$ cat src/rtl/mimo_frame_loader.sv
// MIMO frame loader: collects a channel matrix H and ping-pong Y slot banks,
// then presents a complete (H, Y) frame for random-access reads until released.
module mimo_frame_loader #(
    parameter int N     = 32,
    parameter int ROWS  = 4,
    parameter int COLS  = 4,
    parameter int YCOLS = 2,
    localparam int HSZ  = ROWS * COLS,
    localparam int YSZ  = ROWS * YCOLS,
    localparam int AW   = $clog2((HSZ > YSZ) ? HSZ : YSZ)
) (
    input  logic          CLOCK_50,
    input  logic          sys_rst,
    input  logic          i_h_reuse,
    input  logic          i_H_valid,
    output logic          o_H_ready,
    input  logic [N-1:0]  i_H_r,
    input  logic [N-1:0]  i_H_i,
    input  logic          i_Y_valid,
    output logic          o_Y_ready,
    input  logic [N-1:0]  i_Y_r,
    input  logic [N-1:0]  i_Y_i,
    output logic          o_frame_valid,
    input  logic          i_rd_sel,
    input  logic [AW-1:0] i_rd_addr,
    output logic [N-1:0]  o_rd_r,
    output logic [N-1:0]  o_rd_i,
    input  logic          i_frame_done,
    output logic [15:0]   o_frame_cnt,
    output logic          o_ovf
);

    localparam int HAW = (HSZ > 1) ? $clog2(HSZ) : 1;
    localparam int YAW = (YSZ > 1) ? $clog2(YSZ) : 1;
    localparam logic [AW-1:0] H_LAST = AW'(HSZ - 1);
    localparam logic [AW-1:0] Y_LAST = AW'(YSZ - 1);

    typedef enum logic [1:0] {
        ST_EMPTY = 2'd0,
        ST_FILL  = 2'd1,
        ST_YDONE = 2'd2,
        ST_FULL  = 2'd3
    } bank_st_t;

    bank_st_t      r_bank_st      [2];
    bank_st_t      w_bank_st_next [2];
    logic          r_wr_ptr, w_wr_ptr_next;
    logic          r_rd_ptr, w_rd_ptr_next;
    logic [AW-1:0] r_y_cnt, w_y_cnt_next;
    logic [AW-1:0] r_h_cnt, w_h_cnt_next;
    logic          r_h_loaded, w_h_loaded_next;
    logic          r_frame_valid, w_frame_valid_next;
    logic [15:0]   r_frame_cnt, w_frame_cnt_next;
    logic          r_ovf, w_ovf_next;

    logic          w_any_full, w_y_ready, w_h_ready;
    logic          w_y_acc, w_h_acc, w_y_last, w_h_last;
    logic          w_release, w_promote;

    logic          r_rd_sel, r_rd_bank, r_rd_zero, w_rd_oob;
    logic [2*N-1:0] r_h_q;
    logic [2*N-1:0] w_y_q [2];
    logic [2*N-1:0] w_rd_word;

    // ------------------------------------------------------------------
    // State register
    // ------------------------------------------------------------------
    always_ff @(posedge CLOCK_50 or posedge sys_rst) begin
        if (sys_rst) begin
            for (int b = 0; b < 2; b++) begin
                r_bank_st[b] <= ST_EMPTY;
            end
            r_wr_ptr      <= 1'b0;
            r_rd_ptr      <= 1'b0;
            r_y_cnt       <= '0;
            r_h_cnt       <= '0;
            r_h_loaded    <= 1'b0;
            r_frame_valid <= 1'b0;
            r_frame_cnt   <= '0;
            r_ovf         <= 1'b0;
        end else begin
            for (int b = 0; b < 2; b++) begin
                r_bank_st[b] <= w_bank_st_next[b];
            end
            r_wr_ptr      <= w_wr_ptr_next;
            r_rd_ptr      <= w_rd_ptr_next;
            r_y_cnt       <= w_y_cnt_next;
            r_h_cnt       <= w_h_cnt_next;
            r_h_loaded    <= w_h_loaded_next;
            r_frame_valid <= w_frame_valid_next;
            r_frame_cnt   <= w_frame_cnt_next;
            r_ovf         <= w_ovf_next;
        end
    end

    // ------------------------------------------------------------------
    // Next-state logic
    // ------------------------------------------------------------------
    always_comb begin
        w_y_acc   = i_Y_valid && w_y_ready;
        w_h_acc   = i_H_valid && w_h_ready;
        w_y_last  = (r_y_cnt == Y_LAST);
        w_h_last  = (r_h_cnt == H_LAST);
        // The read pointer always names the oldest unreleased bank, so a
        // release and a promotion can never target the same bank on one edge.
        w_release = i_frame_done && r_frame_valid && (r_bank_st[r_rd_ptr] == ST_FULL);
        w_promote = (r_bank_st[r_rd_ptr] == ST_YDONE) && r_h_loaded
                    && (r_bank_st[!r_rd_ptr] != ST_FULL);

        w_wr_ptr_next = r_wr_ptr ^ (w_y_acc && w_y_last);
        w_rd_ptr_next = r_rd_ptr ^ w_release;

        w_y_cnt_next = r_y_cnt;
        if (w_y_acc) begin
            w_y_cnt_next = w_y_last ? '0 : r_y_cnt + AW'(1);
        end

        w_h_cnt_next    = r_h_cnt;
        w_h_loaded_next = r_h_loaded;
        if (w_h_acc) begin
            w_h_cnt_next    = w_h_last ? '0 : r_h_cnt + AW'(1);
            w_h_loaded_next = w_h_last;
        end else if (w_promote && !i_h_reuse) begin
            w_h_loaded_next = 1'b0;
        end

        w_frame_valid_next = (r_bank_st[r_rd_ptr] == ST_FULL);
        w_frame_cnt_next   = r_frame_cnt + {15'd0, w_release};
        w_ovf_next         = r_ovf || (i_H_valid && !w_h_ready) || (i_Y_valid && !w_y_ready);
    end

    genvar gi;
    generate
        for (gi = 0; gi < 2; gi++) begin : g_bank
            bank_st_t       w_st_nx;
            logic [2*N-1:0] r_y_mem [YSZ];
            logic [2*N-1:0] r_y_q;

            always_comb begin
                w_st_nx = r_bank_st[gi];
                if (w_y_acc && (r_wr_ptr == 1'(gi))) begin
                    w_st_nx = w_y_last ? ST_YDONE : ST_FILL;
                end else if (w_promote && (r_rd_ptr == 1'(gi))) begin
                    w_st_nx = ST_FULL;
                end else if (w_release && (r_rd_ptr == 1'(gi))) begin
                    w_st_nx = ST_EMPTY;
                end
            end
            assign w_bank_st_next[gi] = w_st_nx;

            always_ff @(posedge CLOCK_50) begin
                if (w_y_acc && (r_wr_ptr == 1'(gi))) begin
                    r_y_mem[r_y_cnt[YAW-1:0]] <= {i_Y_r, i_Y_i};
                end
                r_y_q <= r_y_mem[i_rd_addr[YAW-1:0]];
            end
            assign w_y_q[gi] = r_y_q;
        end
    endgenerate

    // ------------------------------------------------------------------
    // H storage and read path
    // ------------------------------------------------------------------
    logic [2*N-1:0] r_h_mem [HSZ];

    always_ff @(posedge CLOCK_50) begin
        if (w_h_acc) begin
            r_h_mem[r_h_cnt[HAW-1:0]] <= {i_H_r, i_H_i};
        end
        r_h_q <= r_h_mem[i_rd_addr[HAW-1:0]];
    end

    assign w_rd_oob = i_rd_sel ? ({1'b0, i_rd_addr} >= (AW+1)'(YSZ))
                               : ({1'b0, i_rd_addr} >= (AW+1)'(HSZ));

    // Control side of the read pipeline; zero flag doubles as reset blanking.
    always_ff @(posedge CLOCK_50 or posedge sys_rst) begin
        if (sys_rst) begin
            r_rd_sel  <= 1'b0;
            r_rd_bank <= 1'b0;
            r_rd_zero <= 1'b1;
        end else begin
            r_rd_sel  <= i_rd_sel;
            r_rd_bank <= r_rd_ptr;
            r_rd_zero <= w_rd_oob;
        end
    end

    // ------------------------------------------------------------------
    // Outputs
    // ------------------------------------------------------------------
    always_comb begin
        w_any_full = (r_bank_st[0] == ST_FULL) || (r_bank_st[1] == ST_FULL);
        w_y_ready  = (r_bank_st[r_wr_ptr] == ST_EMPTY) || (r_bank_st[r_wr_ptr] == ST_FILL);
        w_h_ready  = !((r_h_cnt == '0) && (w_any_full || (r_h_loaded && !i_h_reuse)));
        w_rd_word  = r_rd_sel ? w_y_q[r_rd_bank] : r_h_q;

        o_H_ready     = w_h_ready;
        o_Y_ready     = w_y_ready;
        o_frame_valid = r_frame_valid;
        o_frame_cnt   = r_frame_cnt;
        o_ovf         = r_ovf;
        o_rd_r        = r_rd_zero ? '0 : w_rd_word[2*N-1:N];
        o_rd_i        = r_rd_zero ? '0 : w_rd_word[N-1:0];
    end

endmodule

$ cat config.mk
export PLATFORM = sky130hd
export DESIGN_NAME = mimo_frame_loader
export DESIGN_NICKNAME = d
export VERILOG_FILES = /design/src/rtl/mimo_frame_loader.sv
export SDC_FILE = /design/constraint.sdc
export NUM_CORES = 2
export LEC_CHECK = 0
export CAP_MARGIN = 20
export CORE_MARGIN = 3
export CORE_UTILIZATION = 25
export CTS_BUF_LIST = sky130_fd_sc_hd__clkbuf_16
export CTS_CLUSTER_DIAMETER = 100
export CTS_CLUSTER_SIZE = 25
export DETAILED_ROUTE_END_ITERATION = 8
export DONT_BUFFER_PORTS = 1
export GPL_TIMING_DRIVEN = 0
export HOLD_SLACK_MARGIN = 0.15
export PLACE_DENSITY_LB_ADDON = 0.15
export SLEW_MARGIN = 25
export SYNTH_ARGS = -nofsm -noshare
export SYNTH_HDL_FRONTEND = slang
export SYNTH_SLANG_ARGS = --single-unit
export TNS_END_PERCENT = 5
$ cat constraint.sdc
create_clock -name CLOCK_50 -period 9 [get_ports CLOCK_50]
set_input_delay 1.35 -clock CLOCK_50 [delete_from_list [all_inputs] [get_ports CLOCK_50]]
set_output_delay 1.35 -clock CLOCK_50 [all_outputs]
set_load 0.005 [all_outputs]
**Word-level counts from Yosys, hierarchy flattened**

Memories as Yosys holds them, arrays and structs flattened. A register that Yosys moved wholly into a read port is not among the register bits.
Index checks and enable logic that the tools add are counted.

- Flip-flop bits (word level): 36
- RAM bits: 2048
- Input bits: 139
- Output and inout port bits: 84
- Memories kept: 3

- $add $sub $neg: 3
- $lt $le $gt $ge: 5
- Eq/ne operators: 8
- Multiplexer cells: 33
- Bitwise operators: 8
- Reductions and logical operators: 32

Memory list:

| name | depth | width | read ports | clocked after Yosys merged registers in | write ports | line | source |
|---|---|---|---|---|---|---|---|
| r_h_mem | 16 | 64 | 1 | 1 | 1 | 164 | `logic [2*N-1:0] r_h_mem [HSZ];` |
| g_bank[0].r_y_mem | 8 | 64 | 1 | 1 | 1 | 136 | `logic [2*N-1:0] r_y_mem [YSZ];` |
| g_bank[1].r_y_mem | 8 | 64 | 1 | 1 | 1 | 136 |  |

Operators with widths:

| cell | count |
|---|---|
| 64-bit two-way mux | 4 |
| 32-bit two-way mux | 2 |
| 2-bit two-way mux | 16 |
| 1-bit logical AND | 18 |
| 16-bit by 1-bit adder with 16-bit output | 1 |
| 1-bit two-way mux | 9 |
| 4-bit by 1-bit adder with 4-bit output (second input constant) | 2 |
| 2-bit equality test (second input constant) | 4 |
| 2-bit greater-or-equal comparator (second input constant) | 4 |
| 4-bit two-way mux | 2 |
| 1-bit inverter with 2-bit output | 4 |
| 3-bit nonzero test | 2 |
| 1-bit logical OR | 5 |
| 4-bit by 3-bit equality test with 1-bit output (second input constant) | 1 |
| 4-bit equality test (second input constant) | 1 |
| 4-bit greater-or-equal comparator (second input constant) | 1 |
| 1-bit zero test | 4 |
| 4-bit zero test | 1 |
| 2-bit by 1-bit equality test with 1-bit output (second input constant) | 1 |
| 2-bit zero test | 1 |
| 2-bit != test (second input constant) | 1 |
| 1-bit inverter | 2 |
| 2-bit nonzero test | 1 |
| 1-bit XOR | 2 |

**Depth between registers and ports, before layout**

- Depth in word-level cells: 10
- Mapped depth: 10

**Worst setup path before layout**

No wires, ideal clock.

- Path kind: input to register
- Start: input port i_Y_valid
- End: memory g_bank[1].r_y_mem[0][0] in the netlist's numbering (enable)
- Arrival time: 7.636 ns
- Required time: 8.355 ns
- Slack: 0.719 ns
- Stages on the path: 2
- Path buffers: 0
- Path through: nand3b_1 nor4_1

- Cells in the longest elaborated chain, start to end: 4

Ends and longest elaborated chain:

| element | line | source |
|---|---|---|
| start, declared | 19 | `input logic i_Y_valid,` |
| 1-bit logical AND | 100 | `w_y_acc = i_Y_valid && w_y_ready;` |
| 1-bit logical AND | 152 | `if (w_y_acc && (r_wr_ptr == 1'(gi))) begin` |
| 1-bit two-way mux | 152 |  |
| 1-bit two-way mux (not written as such) | 153 | `r_y_mem[r_y_cnt[YAW-1:0]] <= {i_Y_r, i_Y_i};` |
| end, declared | 136 |  |

No other way between the ends.

**Worst setup path in the final report**

- Start: register r_rd_bank
- End: output port o_rd_i[19]

- Cells in the longest elaborated chain, start to end: 6

Ends and longest elaborated chain:

| element | line | source |
|---|---|---|
| start, declared | 60 | `logic r_rd_sel, r_rd_bank, r_rd_zero, w_rd_oob;` |
| start signal, assigned | 184 | `r_rd_bank <= r_rd_ptr;` |
| 1-bit inverter with 2-bit output (not written as such) | 196 | `w_rd_word = r_rd_sel ? w_y_q[r_rd_bank] : r_h_q;` |
| 64-bit two-way mux (not written as such) (3 in a row) | 196 |  |
| 64-bit two-way mux | 196 |  |
| 32-bit two-way mux | 204 | `o_rd_i = r_rd_zero ? '0 : w_rd_word[N-1:0];` |
| end, declared | 27 | `output logic [N-1:0] o_rd_i,` |

No other way between the ends. The select of a mux whose other input is x is not followed.

==> summary.md <==
| Metric | Value |
|---|---|
| Cell type with the largest total area after synthesis | `edfxtp_1` |
| Max-capacitance violation count | `0` |
| Final Setup Violations | `0` |
| Initial Util | `25.1%` |
| Vias in the first global route | `39,700` |
| DRC viols | `0` |
| Peak supply drop | `0.000158 V` |
| Type of the tightest min-delay check | `input pin to asynchronous set/reset pin` |
| Fraction of synthesized cell area taken by the top area cell type | `73.3%` |
| Launching point of the worst reg2reg path | `r_bank_st[1]$_DFFE_PP0P_` |
| Reg-to-reg setup timing slack | `5.52 ns` |
| Status | `finished, final reports clean` |
| CP arrival | `3.44 ns` |
| Number of gates given a new drive strength after cts | `0` |
| Max frequency | `209 MHz` |
| Most frequent cells in the layout | `edfxtp_1 (2,048), mux4_2 (512), dfxtp_1 (192), mux2_2 (131), clkbuf_16 (107)` |
| H-tree depth | `3` |
| Number of storage elements in the synthesis netlist | `2,276` |
| Time the final worst path needs with I/O delays and setup | `4.79 ns` |
| Max-slew headroom | `19.9%` |
| Max Slew Vio Count | `0` |
| Final-layout setup total negative slack | `0 ns` |
| Wire length the detailed router placed on met1 | `110,000 um` |
| Number of enable-type register cells in the synthesized netlist | `2,048` |
| Avg Synthesized Cell Area | `22.9 sq um` |
| Final RePlAce weighted congestion | `0.708` |
| Power density relative to cell area | `218 mW/mm^2` |
| Largest net degree at the start of global routing | `34` |
| Wire length per cell | `28.9 um` |
| Leakage power total | `29.7 nW` |
| Row Count | `212` |
| Clock Root Buffer | `clkbuf_16` |
| End-of-flow core utilization | `28.6%` |
| Clock tree sinks | `2,276` |
| Number of fill cells | `32,400` |
| Worst Path Required | `7.65 ns` |
| Critical Path End Type | `output port` |
| Startpoint class of the critical path | `flip-flop` |
| Fin area | `0.0956 sq mm` |
| Wire length of the first global-routing pass | `337,000 um` |
| Worst clock skew on the final layout | `0.0379 ns` |
| CTS Buffer Depth | `3` |
| Slew at the pin closest to its max-slew limit | `1.19 ns` |
| Final net count | `4,096` |
| Path depth of the worst reg2reg path | `10` |
| Final number of hold-violating endpoints | `0` |
| Number of buffers created by CTS | `105` |
| Antenna violations before repair | `9` |
| Clock Pin Slew Worst Setup and Hold Paths | `0.11 ns` |
| Number of optimization iterations in the first detailed-route pass | `5` |
| Portion of the post-synthesis area used by sequential elements | `78.9%` |
| Category of the critical setup timing path | `flip-flop to output port` |
| Post-Syn Instances | `3,661` |
| PortBufs | `0` |
| Area used by multi-input combinational logic | `0.0168 sq mm` |
| Die outline width | `585 um` |
| Gr usage total | `14.1%` |
| Post-detailed-placement half-perimeter wirelength | `169,000 um` |
| Reg2reg end | `g_bank[1].r_y_mem[0][48]$_DFFE_PP_` |
| Cts hold-fix bufs | `0` |
| Number of buffers added for setup after CTS | `0` |
| Die outline height | `585 um` |
| Worst-path maximum fanout | `10` |
| Setup repair after global routing missed its margin | `false` |
| Syn_nets | `3,809` |
| Via count | `37,500` |
| Ys async rst share | `1.58%` |
| Commonest non-fill, non-tap cell in the layout | `edfxtp_1` |
| Drt initial violations | `3,411` |
| Source-to-sink clock delay at the later pin of the worst-skew pair | `0.78 ns` |
| Overflow left after global routing | `0` |
| Post-synth top flop | `edfxtp_1` |
| Cell count after placement | `8,227` |
| Final ANT Viol Nets | `0` |
| Post-place instance area | `0.0924 sq mm` |
| Clock tree from TritonCTS | `done` |
| Cell Area, Synth | `0.0840 sq mm` |
| Register area | `0.0662 sq mm` |
| Total length of routed wires | `244,000 um` |
| Vias per Instance | `4.45` |
| Layout cell share with drive strength beyond 1 | `27.5%` |
| Met3 WL post-DR | `16,300 um` |
| Length of routed met2 wiring | `113,000 um` |
| Non-filler cells, final | `8,432` |
| Number of warnings issued by yosys | `0` |
| Distinct cells, synth | `50` |
| Core Region | `0.334 sq mm` |
| Die Outline Area | `0.343 sq mm` |
| Cell types with the largest area share after synthesis | `edfxtp_1 (73%), mux4_2 (14%), dfxtp_1 (4.6%), mux2_2 (1.8%), dfrtp_1 (1.0%)` |
| Tcrit/Tclk final | `53.2%` |
| Boundary pin count | `223` |
| Highest Signal Layer | `met4` |
| Hold Slack | `0.375 ns` |
| Area Overhead vs Synth | `13.9%` |
## cells by family (layout without fill, tap and decap cells)
kind of cell               Yosys count  after routing  synth area share, %
other                                0              5                    0
muxes                              714            714                 16.3
AOI/OAI and AO/OA                  213            213                 1.83
xor gates and xnor gates            16             16                0.167
buffers and inverters              201            580                 1.36
adders and majority gates            9              9                0.134
and+or+nand+nor                    232            232                 1.26
DFF                               2276           2276                 78.9
## metal layers
layer	GRT usage [%]	up-vias
met2	22.2	743
met1	19.7	20800
met5	0	-
met3	3.70	157
li1	-	15800
met4	2.26	0
## critical path: stages (launching register included)
cell and delay, ns:
dfrtp_1 0.33, buf_2 0.54, buf_2 0.52, mux2i_1 0.28, a211oi_1 0.98
## power by group
group	switching (mW)	internal [mW]
Sequential	0.232	12.4
Clock	3.40	2.25
Combinational	1.64	0.955
## layout make-up
type	instances	share of cell area, %
antenna	5	0.0131
tap	4387	5.74
clock buffer	107	2.80
timing repair buffer	180	2.86
multi-input combinational	1184	17.6
clock inverter	92	0.527
sequential	2276	69.3
inverter	10	0.0392
buffer	191	1.17
## flip-flops by register name, summed over array words and instances (netlist names)
register        cells
r_y_cnt             4
r_h_q              64
r_rd_ptr            1
r_rd_zero           1
r_bank_st           4
g_bank.r_y_mem   1024
r_h_mem          1024
r_rd_bank           1
r_h_loaded          1
r_rd_sel            1
r_wr_ptr            1
g_bank.r_y_q      128
o_frame_cnt        16
o_ovf               1
o_frame_valid       1
r_h_cnt             4
## Yosys cell counts, types with 9 or more instances
library cell and n:
clkbuf_1 67, mux4_2 512, a21oi_1 12, and2_1 19, nand3_1 11, nand2_1 71
inv_1 10, buf_6 39, ha_1 9, buf_4 11, xnor2_1 12, nand2b_1 9
nor2_1 85, buf_1 31, a211oi_1 64, edfxtp_1 2048, dfxtp_1 192, o22ai_1 16
buf_2 42, a22oi_1 106, dfrtp_1 35, mux2i_1 71, mux2_2 131
## worst max path at each step
stage	from	endpoint	slack [ns]
after floorplan	i_Y_valid	g_bank[1].r_y_mem[0][0]$_DFFE_PP_	0.72
after global placement	i_Y_valid	g_bank[1].r_y_mem[0][56]$_DFFE_PP_	-10.14
after detailed placement	i_rd_addr[1]	r_h_q[38]$_DFF_P_	4.70
after CTS	r_rd_bank$_DFF_PP0_	o_rd_i[16]	4.06
after global routing	r_rd_sel$_DFF_PP0_	o_rd_i[0]	4.03
final	r_rd_bank$_DFF_PP0_	o_rd_i[19]	4.21
## through the flow
step | power [mW] | worst slack (ns)
after floorplan | 14.2 | 0.719
after global placement | 15.4 | -10.14
after detailed placement | 15.6 | 4.70
after CTS | 21.3 | 4.06
after global routing | 21.8 | 4.03
final | 20.9 | 4.21
Power figures use the tool's default switching activity.
